### src/rtl/sad_min_tracker.sv
// -----------------------------------------------------------------------------
// sad_min_tracker
//
// Full-search motion-estimation controller and minimum-SAD selector. It sits
// directly downstream of a 4x4 SAD processing element (PE). One pass walks a
// SEARCH_W x SEARCH_H candidate window in raster order (x fastest). It drives
// the PE enable and announces each candidate to the pixel feeder. It collects
// the PE's SAD stream PE_LAT cycles later and, at the end of the pass,
// publishes the lowest SAD together with its motion-vector coordinates.
//
// Parameters
//   SEARCH_W    candidate positions per row      (1..256)
//   SEARCH_H    candidate rows                   (1..256)
//   PE_LAT      PE input-sample to sum latency   (>= 1)
//
// Ports
//   clk          system clock, rising edge
//   rst_n        asynchronous active-low reset
//   start        one-cycle pass request, honoured only while idle
//   sad[11:0]    SAD from the PE sum output
//   pe_enable    PE enable; high while issuing and while draining the PE
//   issue_valid  the candidate on issue_x/issue_y goes to the PE this cycle
//   issue_x/y    issued candidate coordinates
//   busy         high in every state except IDLE
//   done         one-cycle pulse when the pass result is published
//   best_sad     minimum SAD of the last completed pass
//   best_x/y     coordinates of that minimum
// -----------------------------------------------------------------------------
module sad_min_tracker #(
  parameter int SEARCH_W = 16,
  parameter int SEARCH_H = 16,
  parameter int PE_LAT   = 5
) (
  input  logic        clk,
  input  logic        rst_n,
  input  logic        start,
  input  logic [11:0] sad,
  output logic        pe_enable,
  output logic        issue_valid,
  output logic [7:0]  issue_x,
  output logic [7:0]  issue_y,
  output logic        busy,
  output logic        done,
  output logic [11:0] best_sad,
  output logic [7:0]  best_x,
  output logic [7:0]  best_y
);

  localparam int                 FLUSH_W    = (PE_LAT > 1) ? $clog2(PE_LAT) : 1;
  localparam logic [7:0]         X_LAST     = 8'(SEARCH_W - 1);
  localparam logic [7:0]         Y_LAST     = 8'(SEARCH_H - 1);
  localparam logic [FLUSH_W-1:0] FLUSH_LAST = FLUSH_W'(PE_LAT - 1);

  typedef enum logic [1:0] {
    IDLE  = 2'd0,
    ISSUE = 2'd1,
    FLUSH = 2'd2,
    DONE  = 2'd3
  } state_t;

  state_t state;
  state_t state_nxt;

  logic [FLUSH_W-1:0] flush_cnt;
  logic               issue_last;
  logic               flush_last;

  logic [PE_LAT-1:0]  vld_p;
  logic               rx_valid;
  logic [7:0]         rx_x;
  logic [7:0]         rx_y;
  logic               rx_first;

  logic [11:0]        run_sad;
  logic [7:0]         run_x;
  logic [7:0]         run_y;
  logic               take;
  logic [11:0]        run_sad_nxt;
  logic [7:0]         run_x_nxt;
  logic [7:0]         run_y_nxt;

  // Increment with wrap back to zero after the last legal index.
  function automatic logic [7:0] wrap_inc(input logic [7:0] v,
                                          input logic [7:0] last);
    return (v == last) ? 8'd0 : v + 8'd1;
  endfunction

  // Minimum selection: the first result of a pass always loads; afterwards
  // only a strictly smaller SAD replaces the running minimum, so on a tie
  // the candidate seen earliest in raster order is kept.
  function automatic logic sad_better(input logic [11:0] cand,
                                      input logic [11:0] cur,
                                      input logic        first);
    return first || (cand < cur);
  endfunction

  assign issue_last = (issue_x == X_LAST) && (issue_y == Y_LAST);
  assign flush_last = (flush_cnt == FLUSH_LAST);

  // ---------------------------------------------------------------------------
  // Control FSM
  // ---------------------------------------------------------------------------
  always_ff @(posedge clk or negedge rst_n) begin
    if (!rst_n) begin
      state <= IDLE;
    end else begin
      state <= state_nxt;
    end
  end

  always_comb begin
    state_nxt   = state;
    pe_enable   = 1'b0;
    issue_valid = 1'b0;
    busy        = 1'b1;
    done        = 1'b0;
    case (state)
      IDLE: begin
        busy = 1'b0;
        if (start) begin
          state_nxt = ISSUE;
        end
      end
      ISSUE: begin
        pe_enable   = 1'b1;
        issue_valid = 1'b1;
        if (issue_last) begin
          state_nxt = FLUSH;
        end
      end
      FLUSH: begin
        // PE stays enabled so the last candidates drain out of its pipeline.
        pe_enable = 1'b1;
        if (flush_last) begin
          state_nxt = DONE;
        end
      end
      DONE: begin
        done      = 1'b1;
        state_nxt = IDLE;
      end
      default: begin
        state_nxt = IDLE;
      end
    endcase
  end

  always_ff @(posedge clk or negedge rst_n) begin
    if (!rst_n) begin
      flush_cnt <= '0;
    end else if (state == FLUSH) begin
      flush_cnt <= flush_cnt + 1'b1;
    end else begin
      flush_cnt <= '0;
    end
  end

  // ---------------------------------------------------------------------------
  // Issue stage: raster position presented to the PE
  // ---------------------------------------------------------------------------
  // The counters wrap to (0,0) after the final candidate, so they already sit
  // at the origin when the next pass starts.
  always_ff @(posedge clk or negedge rst_n) begin
    if (!rst_n) begin
      issue_x <= 8'd0;
      issue_y <= 8'd0;
    end else if (state == ISSUE) begin
      issue_x <= wrap_inc(issue_x, X_LAST);
      if (issue_x == X_LAST) begin
        issue_y <= wrap_inc(issue_y, Y_LAST);
      end
    end else begin
      issue_x <= 8'd0;
      issue_y <= 8'd0;
    end
  end

  // ---------------------------------------------------------------------------
  // Valid alignment: vld_p[PE_LAT-1] marks the cycle the matching SAD is on sad
  // ---------------------------------------------------------------------------
  always_ff @(posedge clk or negedge rst_n) begin
    if (!rst_n) begin
      vld_p <= '0;
    end else begin
      vld_p[0] <= issue_valid;
      for (int i = 1; i < PE_LAT; i++) begin
        vld_p[i] <= vld_p[i-1];
      end
    end
  end

  assign rx_valid = vld_p[PE_LAT-1];

  // ---------------------------------------------------------------------------
  // Receive stage: coordinates of the SAD currently on the input
  // ---------------------------------------------------------------------------
  always_ff @(posedge clk or negedge rst_n) begin
    if (!rst_n) begin
      rx_x <= 8'd0;
      rx_y <= 8'd0;
    end else if (rx_valid) begin
      rx_x <= wrap_inc(rx_x, X_LAST);
      if (rx_x == X_LAST) begin
        rx_y <= wrap_inc(rx_y, Y_LAST);
      end
    end else if (state == IDLE) begin
      rx_x <= 8'd0;
      rx_y <= 8'd0;
    end
  end

  // The receive counter is at the origin exactly for the first result of a
  // pass, which is what forces the unconditional reload.
  assign rx_first    = (rx_x == 8'd0) && (rx_y == 8'd0);
  assign take        = rx_valid && sad_better(sad, run_sad, rx_first);
  assign run_sad_nxt = take ? sad  : run_sad;
  assign run_x_nxt   = take ? rx_x : run_x;
  assign run_y_nxt   = take ? rx_y : run_y;

  // ---------------------------------------------------------------------------
  // Running-minimum stage (datapath, always reloaded by the first result)
  // ---------------------------------------------------------------------------
  always_ff @(posedge clk) begin
    run_sad <= run_sad_nxt;
    run_x   <= run_x_nxt;
    run_y   <= run_y_nxt;
  end

  // ---------------------------------------------------------------------------
  // Result stage: published at the FLUSH->DONE edge so it is visible with done
  // ---------------------------------------------------------------------------
  // The final SAD is sampled in the last FLUSH cycle, so the published value
  // is taken from the next-state minimum rather than the registered one.
  always_ff @(posedge clk or negedge rst_n) begin
    if (!rst_n) begin
      best_sad <= 12'h000;
      best_x   <= 8'd0;
      best_y   <= 8'd0;
    end else if ((state == FLUSH) && flush_last) begin
      best_sad <= run_sad_nxt;
      best_x   <= run_x_nxt;
      best_y   <= run_y_nxt;
    end
  end

endmodule

### config.mk
export PLATFORM = sky130hd
export DESIGN_NAME = sad_min_tracker
export DESIGN_NICKNAME = d
export VERILOG_FILES = /design/src/rtl/sad_min_tracker.sv
export SDC_FILE = /design/constraint.sdc
export NUM_CORES = 1
export LEC_CHECK = 0
export ABC_AREA = 1
export CORE_MARGIN = 3
export CORE_UTILIZATION = 35
export CTS_BUF_LIST = sky130_fd_sc_hd__clkbuf_16
export DETAILED_ROUTE_END_ITERATION = 10
export DONT_BUFFER_PORTS = 1
export GPL_ROUTABILITY_DRIVEN = 0
export SYNTH_ARGS = -nofsm -noshare
export SYNTH_HDL_FRONTEND = slang
export SYNTH_SLANG_ARGS = --single-unit
### constraint.sdc
create_clock -name clk -period 1.6 [get_ports clk]
set_input_delay 0.48 -clock clk [delete_from_list [all_inputs] [get_ports clk]]
set_output_delay 0.48 -clock clk [all_outputs]
set_load 0.01 [all_outputs]
==> Yosys cells after proc, flatten, opt, wreduce, memory -nomap -nowiden <==
Index checks and enable logic that the tools add are counted.
{ "totals": {"output_inout_bits": 48, "regBits": 98, "elab_cells": 67} }
{ "classes": {"reduce_logical": 12, "n_mux": 23, "n_eq_ne": 13, "n_lt_le_gt_ge": 1, "n_addsub": 5} }
{ "op_table": {"columns": ["op", "count"], "rows": [
  ["2-to-1 mux 8 bit", 13],
  ["adder 8 x 1 -> 8 bit (second input constant)", 4],
  ["== test 8 x 4 -> 1 bit (second input constant)", 4],
  ["logical NOT 8 bit", 2],
  ["< comparator 12 bit", 1],
  ["2-to-1 mux 12 bit", 1],
  ["!= test 2 bit (second input constant)", 4],
  ["one-hot mux 2 bit (4 select lines)", 1],
  ["2-to-1 mux 2 bit", 3],
  ["== test 2 bit (second input constant)", 2],
  ["logical AND 1 bit", 4],
  ["2-to-1 mux 1 bit", 4],
  ["adder 3 x 1 -> 3 bit (second input constant)", 1],
  ["== test 3 bit (second input constant)", 1],
  ["2-to-1 mux 3 bit", 1],
  ["AND reduction 3 bit", 1],
  ["== test 2 x 1 -> 1 bit (second input constant)", 1],
  ["logical NOT 2 bit", 1],
  ["!= test 2 x 1 -> 1 bit (second input constant)", 1],
  ["AND reduction 2 bit", 1],
  ["nonzero test 2 bit", 1],
  ["OR reduction 2 bit", 1],
  ["logical OR 1 bit", 1]
]} }

==> Longest topological paths before layout <==
Gate-level depths: netlist (run 1).
{ "depth": {"depth_word": 5, "mapped_depth": 14, "depth_no_buf": 13} }

==> Worst setup path before layout (run 1) <==
No wires, ideal clock.
{ "synth_timing": {"path_type": "input to register", "startpoint": "in sad[11]", "endpoint": "reg run_sad[5]", "cell_stages": 12, "slack_ns": -0.246, "setup_ns": 0.115, "arrival_time_ns": 1.731, "t_required_ns": 1.485, "cell_sequence": "ha_1 > nand2_1 > nor2_2 > nand2_1 > nor2_1 > nor2_1 > nand2_2 > nand2_4 > buf_6 > buf_12 > nand3_2 > and2_1"} }
{ "synth_between": {"elab_chain_cells": 4} }
{ "synth_lines": {"columns": ["item", "line_no", "rtl"], "rows": [
  ["start: declaration", "37", "input logic [11:0] sad,"],
  ["< comparator 12 bit", "94", "return first || (cand < cur);"],
  ["logical OR 1 bit", "94", null],
  ["logical AND 1 bit", "215", "assign take = rx_valid && sad_better(sad, run_sad, rx_first);"],
  ["2-to-1 mux 12 bit", "216", "assign run_sad_nxt = take ? sad : run_sad;"],
  ["net run_sad_nxt[5]", "78", "logic [11:0] run_sad_nxt;"],
  ["end signal: assignment", "224", "run_sad <= run_sad_nxt;"],
  ["end: declaration", "74", "logic [11:0] run_sad;"]
]} }
The timed path passes the listed nets, and every way through them passes these cells.
A chain may end at the register's enable or synchronous reset.

==> Worst setup path in the final report (run 1) <==
{ "layout_timing": {"startpoint": "reg run_sad[9]", "endpoint": "reg run_x[0]"} }
{ "layout_between": {"elab_chain_cells": 4} }
{ "layout_lines": {"columns": ["item", "line_no", "rtl"], "rows": [
  ["< comparator 12 bit", "94", null],
  ["logical OR 1 bit", "94", null],
  ["logical AND 1 bit", "215", null],
  ["2-to-1 mux 8 bit", "217", "assign run_x_nxt = take ? rx_x : run_x;"],
  ["net run_x_nxt[0]", "79", "logic [7:0] run_x_nxt;"],
  ["end signal: assignment", "225", "run_x <= run_x_nxt;"],
  ["end: declaration", "75", "logic [7:0] run_x;"]
]} }
The timed path passes the listed nets, and every way through them passes these cells.

==> summary.md, run 1 <==
| Metric | Value |
|---|---|
| Status | `complete, but fails checks` |
| Violated checks | `negative hold slack, negative setup slack` |
| Die width | `about 120 um` |
| Share of cells above drive strength 1 | `0.361` |
| Min cycle time layout | `between 1500 and 2000 ps` |
| Critical Path, Cell by Cell | `inv_2, ha_4, nand2_4, nor2_4, nand2_2, nor2_2, nor2_2, nand2_2, nand2_4, nand2_8, clkbuf_16, nand2_1, and2_1` |
| Clk_lat worst skew | `between 300 and 400 ps` |
| Die ar. | `roughly 15000 um2` |
| CP endpoint kind | `flop` |
| Max Cap Viol | `0` |
| Slowest cell on the critical path | `dfxtp_2` |
| Pre-Repair DR Iteration Count | `4` |
| Synthesized cell area | `4790 um2` |
| Async SR Flop Fraction | `0.714` |
| Slew HR | `0.768` |
| Final worst slack | `-194 ps` |
| Fill cells | `roughly 1200` |
| Post-Syn Nets | `between 600 and 700` |
| Routed WL | `11500 um` |
| Largest net degree at the start of global routing | `71` |
| Critical Path Max Stage Delay | `between 300 and 400 ps` |
| CTS tree | `yes` |
| Max Fclk | `557 MHz` |
| VDD IR max | `about 0.0008 V` |
| Netlist cell types | `32` |
| HPWL after detailed placement | `between 7000 and 8000 um` |
| Slew Limit Fails | `0` |
| Final-report hold violation count | `70` |
| Buf+Inv Stages, Crit Path | `2` |
| Vias | `just under 4000` |
| Unrepaired setup endpoints after global routing | `true` |
| Initial antenna violation count | `0` |
| Sequential share of the synthesized area | `0.482` |
| Avg Inst Size Synth | `8.47 um2` |
| DIE HEIGHT | `~120 um` |
| Leakage power | `3.04 nW` |
| CP Depth | `13` |
| Worst Clk Skew | `7.91 ps` |
| Initial Utilization | `0.361` |
| Drt wl/cell | `around 14 um` |
| Antenna-violating nets left | `0` |
| Hold slack | `-181 ps` |
| Clk slew on worst S/H paths | `70 ps` |
| Period utilisation layout | `1.12` |
| Core Area | `between 10000 and 15000 um2` |
| Cell class contributing the biggest share of worst-path delay | `simple AND/OR/NAND/NOR gates` |
| Syn. warnings | `0` |
| Worst Path Max Fanout | `6` |
| Seq cells post-synth | `98` |
| Vias per cell | `about 4.7` |
| Top-level port count | `63` |
| Starting DRT DRC Count | `approximately 260` |
| Clk sinks | `a little under 100` |
| IO Port Bufs | `0` |
| Overflow left after global routing | `0` |
| CTS Root Cell | `clkbuf_16` |
| Flop-to-flop setup slack | `-190 ps` |
| Clk buf depth | `2` |
| Rows | `42` |
| # DRC | `0` |
| Worst-margin pin slew | `between 300 and 400 ps` |
| Critical path launch point type | `flop` |
| Nets | `679` |
| Ant. Diodes | `0` |
| H-tree depth | `3` |
| Syn-to-layout area delta | `35.3%` |
| Power per cell area | `between 1500 and 2000 nW/um2` |
| All-Layer GR Usage | `0.151` |
| Commonest register cell after synthesis | `dfrtp_1` |
| Vias in the first global route | `approximately 4000` |
| WP data arrival | `between 2000 and 2500 ps` |
| First-pass GRT wire length | `between 15000 and 20000 um` |
| Critical Path RT | `between 1500 and 2000 ps` |
| Hold Crit Class | `input pin to asynchronous set/reset pin` |
| Cells after Synth | `between 500 and 600` |
| Clock buffer count from CTS | `9` |
| Worst r2r path cells | `13` |
| Total power | `0.0114 W` |
| Number of flops mapped to enable cells by yosys | `0` |
| Pre-CTS WS | `-284 ps` |
| Crit Path Class | `flop to flop` |
| Setup violations, final | `between 50 and 60` |
## cell usage after synthesis, types with 9 or more instances
cell type | n | share of area
and2_1 | 28 | 0.037
dfxtp_1 | 28 | 0.12
ha_1 | 23 | 0.060
nor2_1 | 34 | 0.027
nand2_1 | 128 | 0.10
nand3_1 | 58 | 0.061
buf_4 | 10 | 0.016
inv_1 | 84 | 0.066
a21oi_1 | 9 | 0.0094
o21ai_0 | 23 | 0.024
dfrtp_1 | 70 | 0.37
nand3_2 | 21 | 0.044
## final timing paths
kind | from | end
hold reg to reg | vld_p[2] | vld_p[3]
max in group asynchronous | rst_n | rx_x[3]
hold / removal | rst_n | issue_y[4]
min in group clk | vld_p[2] | vld_p[3]
setup / recovery | run_sad[9] | run_x[0]
setup reg to reg | run_sad[9] | run_x[0]
## layout by cell type, fill, tap and decap left out, types with 12 or more instances in the layout
cell     netlist  final
and2_4         0     13
buf_4         10     58
nand3_1       58     30
inv_2          5     12
nand2_1      128    101
buf_6          1     13
nor2_1        34     26
inv_1         84     78
o21ai_0       23     13
nand2_2        1     21
nand3_2       21     41
dfrtp_1       70     70
and2_1        28     15
dfxtp_1       28     24
## timing repair
item | CTS | global route
buffers inserted | 5 | 11
hold endpoints to repair | 70 | 70
pin swaps | 13 | 33
setup endpoints to repair | 60 | 70
gates resized for setup | 35 | 112
gates cloned | 2 | 3
## cell families after synthesis
logic type	synth area share
flip-flops	0.482
AO/OA/AOI/OAI	0.0532
XOR/XNOR	0.0128
adder cells (fa/ha/maj)	0.0600
AND/OR/NAND/NOR	0.293
buffers and inverters	0.0986
## per-stage QoR
stage	area [um2]	util	cells	setup TNS [ps]	hold WS, ps
2_1_floorplan	4900	-	566	-5940	184
3_3_place_gp	5480	0.412	786	-13690	187
3_5_place_dp	5480	0.412	786	-14390	186
4_1_cts	5960	0.449	808	-9090	-195
5_1_grt	6490	0.488	822	-15810	-203
6_report	6490	0.488	822	-8130	-181
## layout make-up
cell class | count | area [um2] | share of cell area
clock buffers | 9 | 225 | 0.0347
repair buffers | 80 | 778 | 0.120
inverters | 89 | 337 | 0.0519
flip-flops and latches | 98 | 2320 | 0.357
clock inverters | 7 | 37.5 | 0.00579
well taps | 176 | 220 | 0.0339
multi-input cells | 363 | 2570 | 0.397
## registers in the layout (all words and copies together), names as in the netlist
signal / count
run_y: 8
best_sad: 12
vld_p: 5
issue_y: 8
issue_x: 8
rx_y: 8
best_y: 8
run_sad: 12
best_x: 8
rx_x: 8
state: 2
flush_cnt: 3
run_x: 8
## routing by layer
metal  part of all wire  GRT usage  vias up
li1                   -          -     1937
met3              0.073     0.0595        6
met5                  0          0        -
met2               0.51      0.265       77
met1               0.41      0.171     1883
met4             0.0095     0.0374        0
## worst register-to-register path, cell delays in order, from the launching register on
cell and delay (ps):
dfxtp_2 320, inv_2 40, ha_4 270, nand2_4 50, nor2_4 110, nand2_2 70, nor2_2 120, nor2_2 40
nand2_2 70, nand2_4 90, nand2_8 130, clkbuf_16 170, nand2_1 60, and2_1 150
## report_power, final
group | switching [W] | total [W] | internal (W)
combinational | 0.00297 | 0.00591 | 0.00294
sequential | 0.000354 | 0.00351 | 0.00316
clock | 0.000938 | 0.00198 | 0.00104
total | 0.00426 | 0.0114 | 0.00714
Note: power is estimated with default switching activity, not from simulation.
==> run 2, diff against run 1 <==
--- a/config.mk
+++ b/config.mk
@@ -6,12 +6,15 @@
 export NUM_CORES = 1
 export LEC_CHECK = 0
 export ABC_AREA = 1
+export CELL_PAD_IN_SITES_DETAIL_PLACEMENT = 1
+export CELL_PAD_IN_SITES_GLOBAL_PLACEMENT = 1
 export CORE_MARGIN = 3
 export CORE_UTILIZATION = 35
 export CTS_BUF_LIST = sky130_fd_sc_hd__clkbuf_16
 export DETAILED_ROUTE_END_ITERATION = 10
 export DONT_BUFFER_PORTS = 1
 export GPL_ROUTABILITY_DRIVEN = 0
+export PLACE_DENSITY_LB_ADDON = 0.1
 export SYNTH_ARGS = -nofsm -noshare
 export SYNTH_HDL_FRONTEND = slang
 export SYNTH_SLANG_ARGS = --single-unit
==> run 2 against run 1 <==
  * The flow still finishes with violations (negative hold slack, negative setup slack)
  * Utilization up 0.60 points
  * Critical path depth unchanged
  * Flip-flop and latch count unchanged
  * Power up 3.3%
  * Clock skew up 0.61 ps
  * Critical path type unchanged
  * Critical endpoint is now run_sad[7]
  * Largest cell class unchanged
  * Highest routed layer unchanged
==> summary.md, run 2 (synthesized netlist as in run 1, its figures left out) <==
| Metric | Value |
|---|---|
| Share of cells above drive strength 1 | `0.376 (was 0.361)` |
| Max Cap Viol | `0 (unchanged)` |
| Ant. Diodes | `0 (unchanged)` |
| Die ar. | `15100 um2 (unchanged)` |
| DIE HEIGHT | `123 um (unchanged)` |
| Overflow left after global routing | `0 (unchanged)` |
| Power per cell area | `1790 nW/um2 (was 1760 nW/um2)` |
| CP endpoint kind | `flop (unchanged)` |
| Vias per cell | `4.79 (was 4.75)` |
| CTS Root Cell | `clkbuf_16 (unchanged)` |
| Clk slew on worst S/H paths | `70 ps (about the same)` |
| Rows | `42 (unchanged)` |
| Initial antenna violation count | `0 (unchanged)` |
| CTS tree | `yes (unchanged)` |
| H-tree depth | `3 (unchanged)` |
| Placed Cells | `803 (was 786)` |
| HPWL after detailed placement | `8940 um (was 7410 um)` |
| All-Layer GR Usage | `0.172 (was 0.151)` |
| Vias | `4002 (was 3903)` |
| IO Port Bufs | `0 (unchanged)` |
| Slew HR | `0.762 (was 0.768)` |
| Final worst slack | `-223 ps (was -194 ps)` |
| Antenna-violating nets left | `0 (unchanged)` |
| Clock buffer count from CTS | `9 (unchanged)` |
| Worst Path Max Fanout | `6 (unchanged)` |
| WP data arrival | `2070 ps (was 2040 ps)` |
| VDD IR max | `0.000635 V (was 0.000786 V)` |
| Critical Path, Cell by Cell | `inv_2, ha_4, nand2_2, nor2_4, nand2_2, nor2_2, nor2_2, nand2_2, nand2_4, nand2_8, buf_8, nand2_2, and2_1 (was inv_2, ha_4, nand2_4, nor2_4, nand2_2, nor2_2, nor2_2, nand2_2, nand2_4, nand2_8, clkbuf_16, nand2_1, and2_1)` |
| Commonest non-fill, non-tap cells in the layout | `96 x nand2_1, 77 x inv_1, 71 x buf_4 (was 101 x nand2_1, 78 x inv_1, 70 x dfrtp_1)` |
| Leakage power | `3.13 nW (was 3.04 nW)` |
| Slowest cell on the critical path | `dfxtp_2 (unchanged)` |
| Pre-Repair DR Iteration Count | `4 (unchanged)` |
| Core Area | `13300 um2 (unchanged)` |
| Worst-margin pin slew | `353 ps (was 345 ps)` |
| Vias in the first global route | `4181 (was 3972)` |
| Syn-to-layout area delta | `37.0% (was 35.3%)` |
| Nets | `692 (was 679)` |
| Top-level port count | `63 (unchanged)` |
| Largest net degree at the start of global routing | `71 (unchanged)` |
| Starting DRT DRC Count | `174 (was 264)` |
| Period utilisation layout | `1.14 (was 1.12)` |
| Final core occ | `0.494 (was 0.488)` |
| Setup violations, final | `59 (was 57)` |
| Status | `complete, but fails checks (unchanged)` |
| Regs by FF count | `best_sad (12), run_sad (12) (unchanged)` |
| Drt wl/cell | `15.2 um (was 14.0 um)` |
| Cell mode on critical path | `nand2_2` |
| Most common cell after layout, fill and taps aside | `nand2_1 (unchanged)` |
| # DRC | `0 (unchanged)` |
| Max Fclk | `549 MHz (was 557 MHz)` |
| Final-report hold violation count | `70 (unchanged)` |
| Die width | `123 um (unchanged)` |
| Non-filler cells, final | `835 (was 822)` |
| Min cycle time layout | `1820 ps (was 1790 ps)` |
| Critical Path RT | `1850 ps (about the same)` |
| Critical Path Max Stage Delay | `340 ps (was 320 ps)` |
| Critical path launch point type | `flop (unchanged)` |
| Hold slack | `-181 ps (about the same)` |
| Routed WL | `12700 um (was 11500 um)` |
| CP startpoint | `run_sad[8] (was run_sad[9])` |
| Worst Clk Skew | `8.52 ps (was 7.91 ps)` |
| Violated checks | `negative hold slack, negative setup slack (unchanged)` |
| Clk_lat worst skew | `350 ps (about the same)` |
| Clk sinks | `98 (unchanged)` |
| Total power | `0.0118 W (was 0.0114 W)` |
| Initial Utilization | `0.361 (unchanged)` |
| Unrepaired setup endpoints after global routing | `true (unchanged)` |
| Hold Crit Class | `input pin to asynchronous set/reset pin (unchanged)` |
| First-pass GRT wire length | `20500 um (was 18100 um)` |
| Crit Path Class | `flop to flop (unchanged)` |
| Pre-CTS WS | `-340 ps (was -284 ps)` |
| Slew Limit Fails | `0 (unchanged)` |
| R2R Path Start | `run_sad[8] (was run_sad[9])` |
| Clk buf depth | `2 (unchanged)` |
-- run 2: per-stage QoR --
stage / setup TNS, ps / area [um2]
floorplan: -5940 / 4900
global placement: -14890 / 5610
detailed placement: -16270 / 5610
CTS: -10880 / 6150
global route: -17180 / 6570
finish: -11040 / 6570
-- run 2: timing repair --
item,CTS,global route
buffers inserted,8,5
endpoints found under the hold margin,70,70
pin swaps,21,18
setup endpoints to repair,64,76
gates cloned,1,2
resized for setup,49,104
-- run 2: worst max-delay path: cells and delay by family (launching register included) --
kind | cells | cell delay, ps
DFF | 1 | 340
buffers and inverters | 2 | 200
and+or+nand+nor | 10 | 910
adders and majority gates | 1 | 260
-- run 2: layout make-up --
class / instances / area (um2)
well taps: 176 / 220
fillers: 1523 / 6730
repair inverters: 1 / 7.51
flip-flops and latches: 98 / 2320
multi-input cells: 363 / 2530
repair buffers: 92 / 860
clock buffers: 9 / 225
clock inverters: 7 / 62.6
inverters: 89 / 344
-- run 2: report_power, final --
group	internal [W]	total, W	switching (W)
registers	0.00316	0.00353	0.000366
clock network	0.00120	0.00216	0.000962
logic	0.00299	0.00609	0.00310
total	0.00734	0.0118	0.00443
-- run 2: metal layers --
layer	global-route usage	vias to the layer above	routed length [um]	share of wire
met3	0.0306	14	466	0.037
met5	0	-	0	0
met1	0.225	1973	5620	0.44
met4	0.0581	0	182	0.014
met2	0.288	47	6440	0.51
li1	-	1968	-	-
-- run 2: worst paths after layout --
kind / endpoint / slack (ps) / cells after the start
worst max-delay path: run_sad[7] / -220 / 13
worst min-delay path: state[0] / -180 / 0
worst max register to register: run_sad[7] / -220 / 13
worst min register to register: vld_p[1] / 350 / 0
max in group asynchronous: rx_y[5] / 1690 / 0
min in group clk: vld_p[1] / 350 / 0
==> run 3, diff against run 2 <==
--- a/config.mk
+++ b/config.mk
@@ -14,7 +14,8 @@
 export DETAILED_ROUTE_END_ITERATION = 10
 export DONT_BUFFER_PORTS = 1
 export GPL_ROUTABILITY_DRIVEN = 0
-export PLACE_DENSITY_LB_ADDON = 0.1
+export PLACE_DENSITY_LB_ADDON = 0.12
+export SLEW_MARGIN = 20
 export SYNTH_ARGS = -nofsm -noshare
 export SYNTH_HDL_FRONTEND = slang
 export SYNTH_SLANG_ARGS = --single-unit
==> run 3 against run 2 <==
  * The flow still finishes with violations (negative hold slack, negative setup slack)
  * First-iteration DRC count down 11%
  * Largest power group unchanged
  * Worst hold slack better by 4.7 ps
  * Critical endpoint is now best_y[3]
  * Register-to-register slack better by 40 ps
  * Global-route usage barely moved
  * Cell count unchanged
  * Flip-flop and latch count did not move
  * Power shrank 6.8%
==> summary.md, run 3 (synthesized netlist as in run 1, its figures left out) <==
| Metric | Value |
|---|---|
| HPWL after detailed placement | `8890 um (was 8940 um)` |
| Buf+Inv Stages, Crit Path | `2 (unchanged)` |
| Routed WL | `12600 um (was 12700 um)` |
| Status | `complete, but fails checks (unchanged)` |
| Flop-to-flop setup slack | `-190 ps (was -220 ps)` |
| Clk_lat worst skew | `350 ps (about the same)` |
| DIE HEIGHT | `123 um (unchanged)` |
| CTS tree | `yes (unchanged)` |
| Vias in the first global route | `4219 (was 4181)` |
| Final-report hold violation count | `70 (unchanged)` |
| Cell class contributing the biggest share of worst-path delay | `simple AND/OR/NAND/NOR gates (unchanged)` |
| Worst-margin pin slew | `358 ps (was 353 ps)` |
| Regs by FF count | `best_sad (12), run_sad (12) (unchanged)` |
| Multi-input logic area | `2360 um2 (was 2530 um2)` |
| H-tree depth | `3 (unchanged)` |
| Vias | `3989 (was 4002)` |
| Most common cell after layout, fill and taps aside | `nand2_1 (unchanged)` |
| Worst Path Max Fanout | `7 (was 6)` |
| Final worst slack | `-187 ps (was -223 ps)` |
| CP endpoint kind | `flop (unchanged)` |
| Clk buf depth | `2 (unchanged)` |
| Period utilisation layout | `1.12 (was 1.14)` |
| IO Port Bufs | `0 (unchanged)` |
| Syn-to-layout area delta | `31.9% (was 37.0%)` |
| Violated checks | `negative hold slack, negative setup slack (unchanged)` |
| Hold slack | `-176 ps (was -181 ps)` |
| Slew Limit Fails | `0 (unchanged)` |
| Die width | `123 um (unchanged)` |
| Slew HR | `0.759 (was 0.762)` |
| All-Layer GR Usage | `0.172 (about the same)` |
| Crit Path Class | `flop to flop (unchanged)` |
| Non-filler cells, final | `835 (unchanged)` |
| Min cycle time layout | `1790 ps (was 1820 ps)` |
| Die ar. | `15100 um2 (unchanged)` |
| CTS Root Cell | `clkbuf_16 (unchanged)` |
| Ant. Diodes | `0 (unchanged)` |
| Initial antenna violation count | `0 (unchanged)` |
| Setup violations, final | `62 (was 59)` |
| Vias per cell | `4.78 (was 4.79)` |
| Max Fclk | `560 MHz (was 549 MHz)` |
| First-pass GRT wire length | `20600 um (was 20500 um)` |
| Pre-Repair DR Iteration Count | `4 (unchanged)` |
| Critical Path Max Stage Delay | `320 ps (was 340 ps)` |
| WP data arrival | `2070 ps (about the same)` |
| Critical path launch point type | `flop (unchanged)` |
| VDD IR max | `0.000482 V (was 0.000635 V)` |
| Unrepaired setup endpoints after global routing | `true (unchanged)` |
| Clock buffer count from CTS | `9 (unchanged)` |
| Rows | `42 (unchanged)` |
| Placed Cells | `804 (was 803)` |
| Final setup TNS | `-9050 ps (was -11040 ps)` |
| Antenna-violating nets left | `0 (unchanged)` |
| Clk slew on worst S/H paths | `70 ps (about the same)` |
| Hold Crit Class | `input pin to asynchronous set/reset pin (unchanged)` |
| Leakage power | `3.04 nW (was 3.13 nW)` |
| Top-level port count | `63 (unchanged)` |
| Starting DRT DRC Count | `155 (was 174)` |
| Slowest cell on the critical path | `dfxtp_2 (unchanged)` |
| Max Cap Viol | `0 (unchanged)` |
| Final core occ | `0.476 (was 0.494)` |
| Initial Utilization | `0.361 (unchanged)` |
| Critical Path RT | `1880 ps (was 1850 ps)` |
| Clk sinks | `98 (unchanged)` |
| Worst Clk Skew | `6.19 ps (was 8.52 ps)` |
| Overflow left after global routing | `0 (unchanged)` |
| Core Area | `13300 um2 (unchanged)` |
| Nets | `692 (unchanged)` |
| Power per cell area | `1740 nW/um2 (was 1790 nW/um2)` |
| Drt wl/cell | `15.1 um (was 15.2 um)` |
| # DRC | `0 (unchanged)` |
| Register area | `2320 um2 (about the same)` |
| Critical Path, Cell by Cell | `inv_2, ha_4, a21oi_1, nand3_2, nor2_1, nand2_2, nand2_4, nand2_8, buf_8, nand2_2, nand3_2, nand2_1 (was inv_2, ha_4, nand2_2, nor2_4, nand2_2, nor2_2, nor2_2, nand2_2, nand2_4, nand2_8, buf_8, nand2_2, and2_1)` |
| Largest net degree at the start of global routing | `71 (unchanged)` |
| Share of cells above drive strength 1 | `0.317 (was 0.376)` |
| Commonest non-fill, non-tap cells in the layout | `106 x nand2_1, 79 x buf_4, 76 x inv_1 (was 96 x nand2_1, 77 x inv_1, 71 x buf_4)` |
| Fill cells | `1569 (was 1523)` |
## run 3: cell types whose count changed in the layout (fill, tap and decap cells not counted), sizes merged
cell / before / now
buf: 91 / 92
clkinv: 2 / 5
clkinvlp: 3 / 2
inv: 91 / 88
## run 3: worst register-to-register path, cell delays in order (launching register included)
cell and delay, ps:
dfxtp_2 320, inv_2 50, ha_4 240, a21oi_1 210, nand3_2 100, nor2_1 130
nand2_2 80, nand2_4 120, nand2_8 90, buf_8 160, nand2_2 80, nand3_2 70
nand2_1 70
## run 3: cell type report
type	instances	area share
inverters	89	0.0542
flip-flops and latches	98	0.366
multi-input cells	363	0.372
clock inverters	7	0.00949
repair buffers	93	0.127
clock buffers	9	0.0356
well taps	176	0.0348
## run 3: path summary, 6_finish.rpt
path / startpoint / depth (start not counted) / endpoint
max: run_sad[11] / 12 / best_y[3]
max in group asynchronous: rst_n / 0 / best_x[2]
min: rst_n / 0 / flush_cnt[1]
max reg2reg: run_sad[11] / 12 / best_y[3]
min reg2reg: vld_p[2] / 0 / vld_p[3]
min in group clk: vld_p[2] / 0 / vld_p[3]
## run 3: layer usage
layer / track usage / wire, um / share of wire
met1: 0.215 / 5540 / 0.44
met5: 0 / 0 / 0
met4: 0.0678 / 230 / 0.018
met2: 0.297 / 6360 / 0.51
met3: 0.0311 / 457 / 0.036
## run 3: per-stage QoR
step           power (W)  instance area, um2  hold slack [ps]  setup slack (ps)
6_report          0.0110                6330             -176              -187
5_1_grt           0.0119                6330             -195              -298
4_1_cts           0.0103                6050             -193              -184
3_5_place_dp     0.00777                5610              186              -300
3_3_place_gp     0.00758                5610              186              -264
2_1_floorplan    0.00635                4900              184              -143
## run 3: power by group
group | switching, W | leakage (nW) | internal, W
sequential | 0.000370 | 1.05 | 0.00316
clock | 0.000962 | 0.140 | 0.00119
combinational | 0.00276 | 1.85 | 0.00253
## run 3: what timing repair did
action                                 4_1_cts  5_1_grt
gates resized for setup                     37       49
endpoints found under the hold margin       70       70
cloned                                       0        1
pin swaps                                    7       12
setup buffers                                4       10
setup endpoints to repair                   75       77
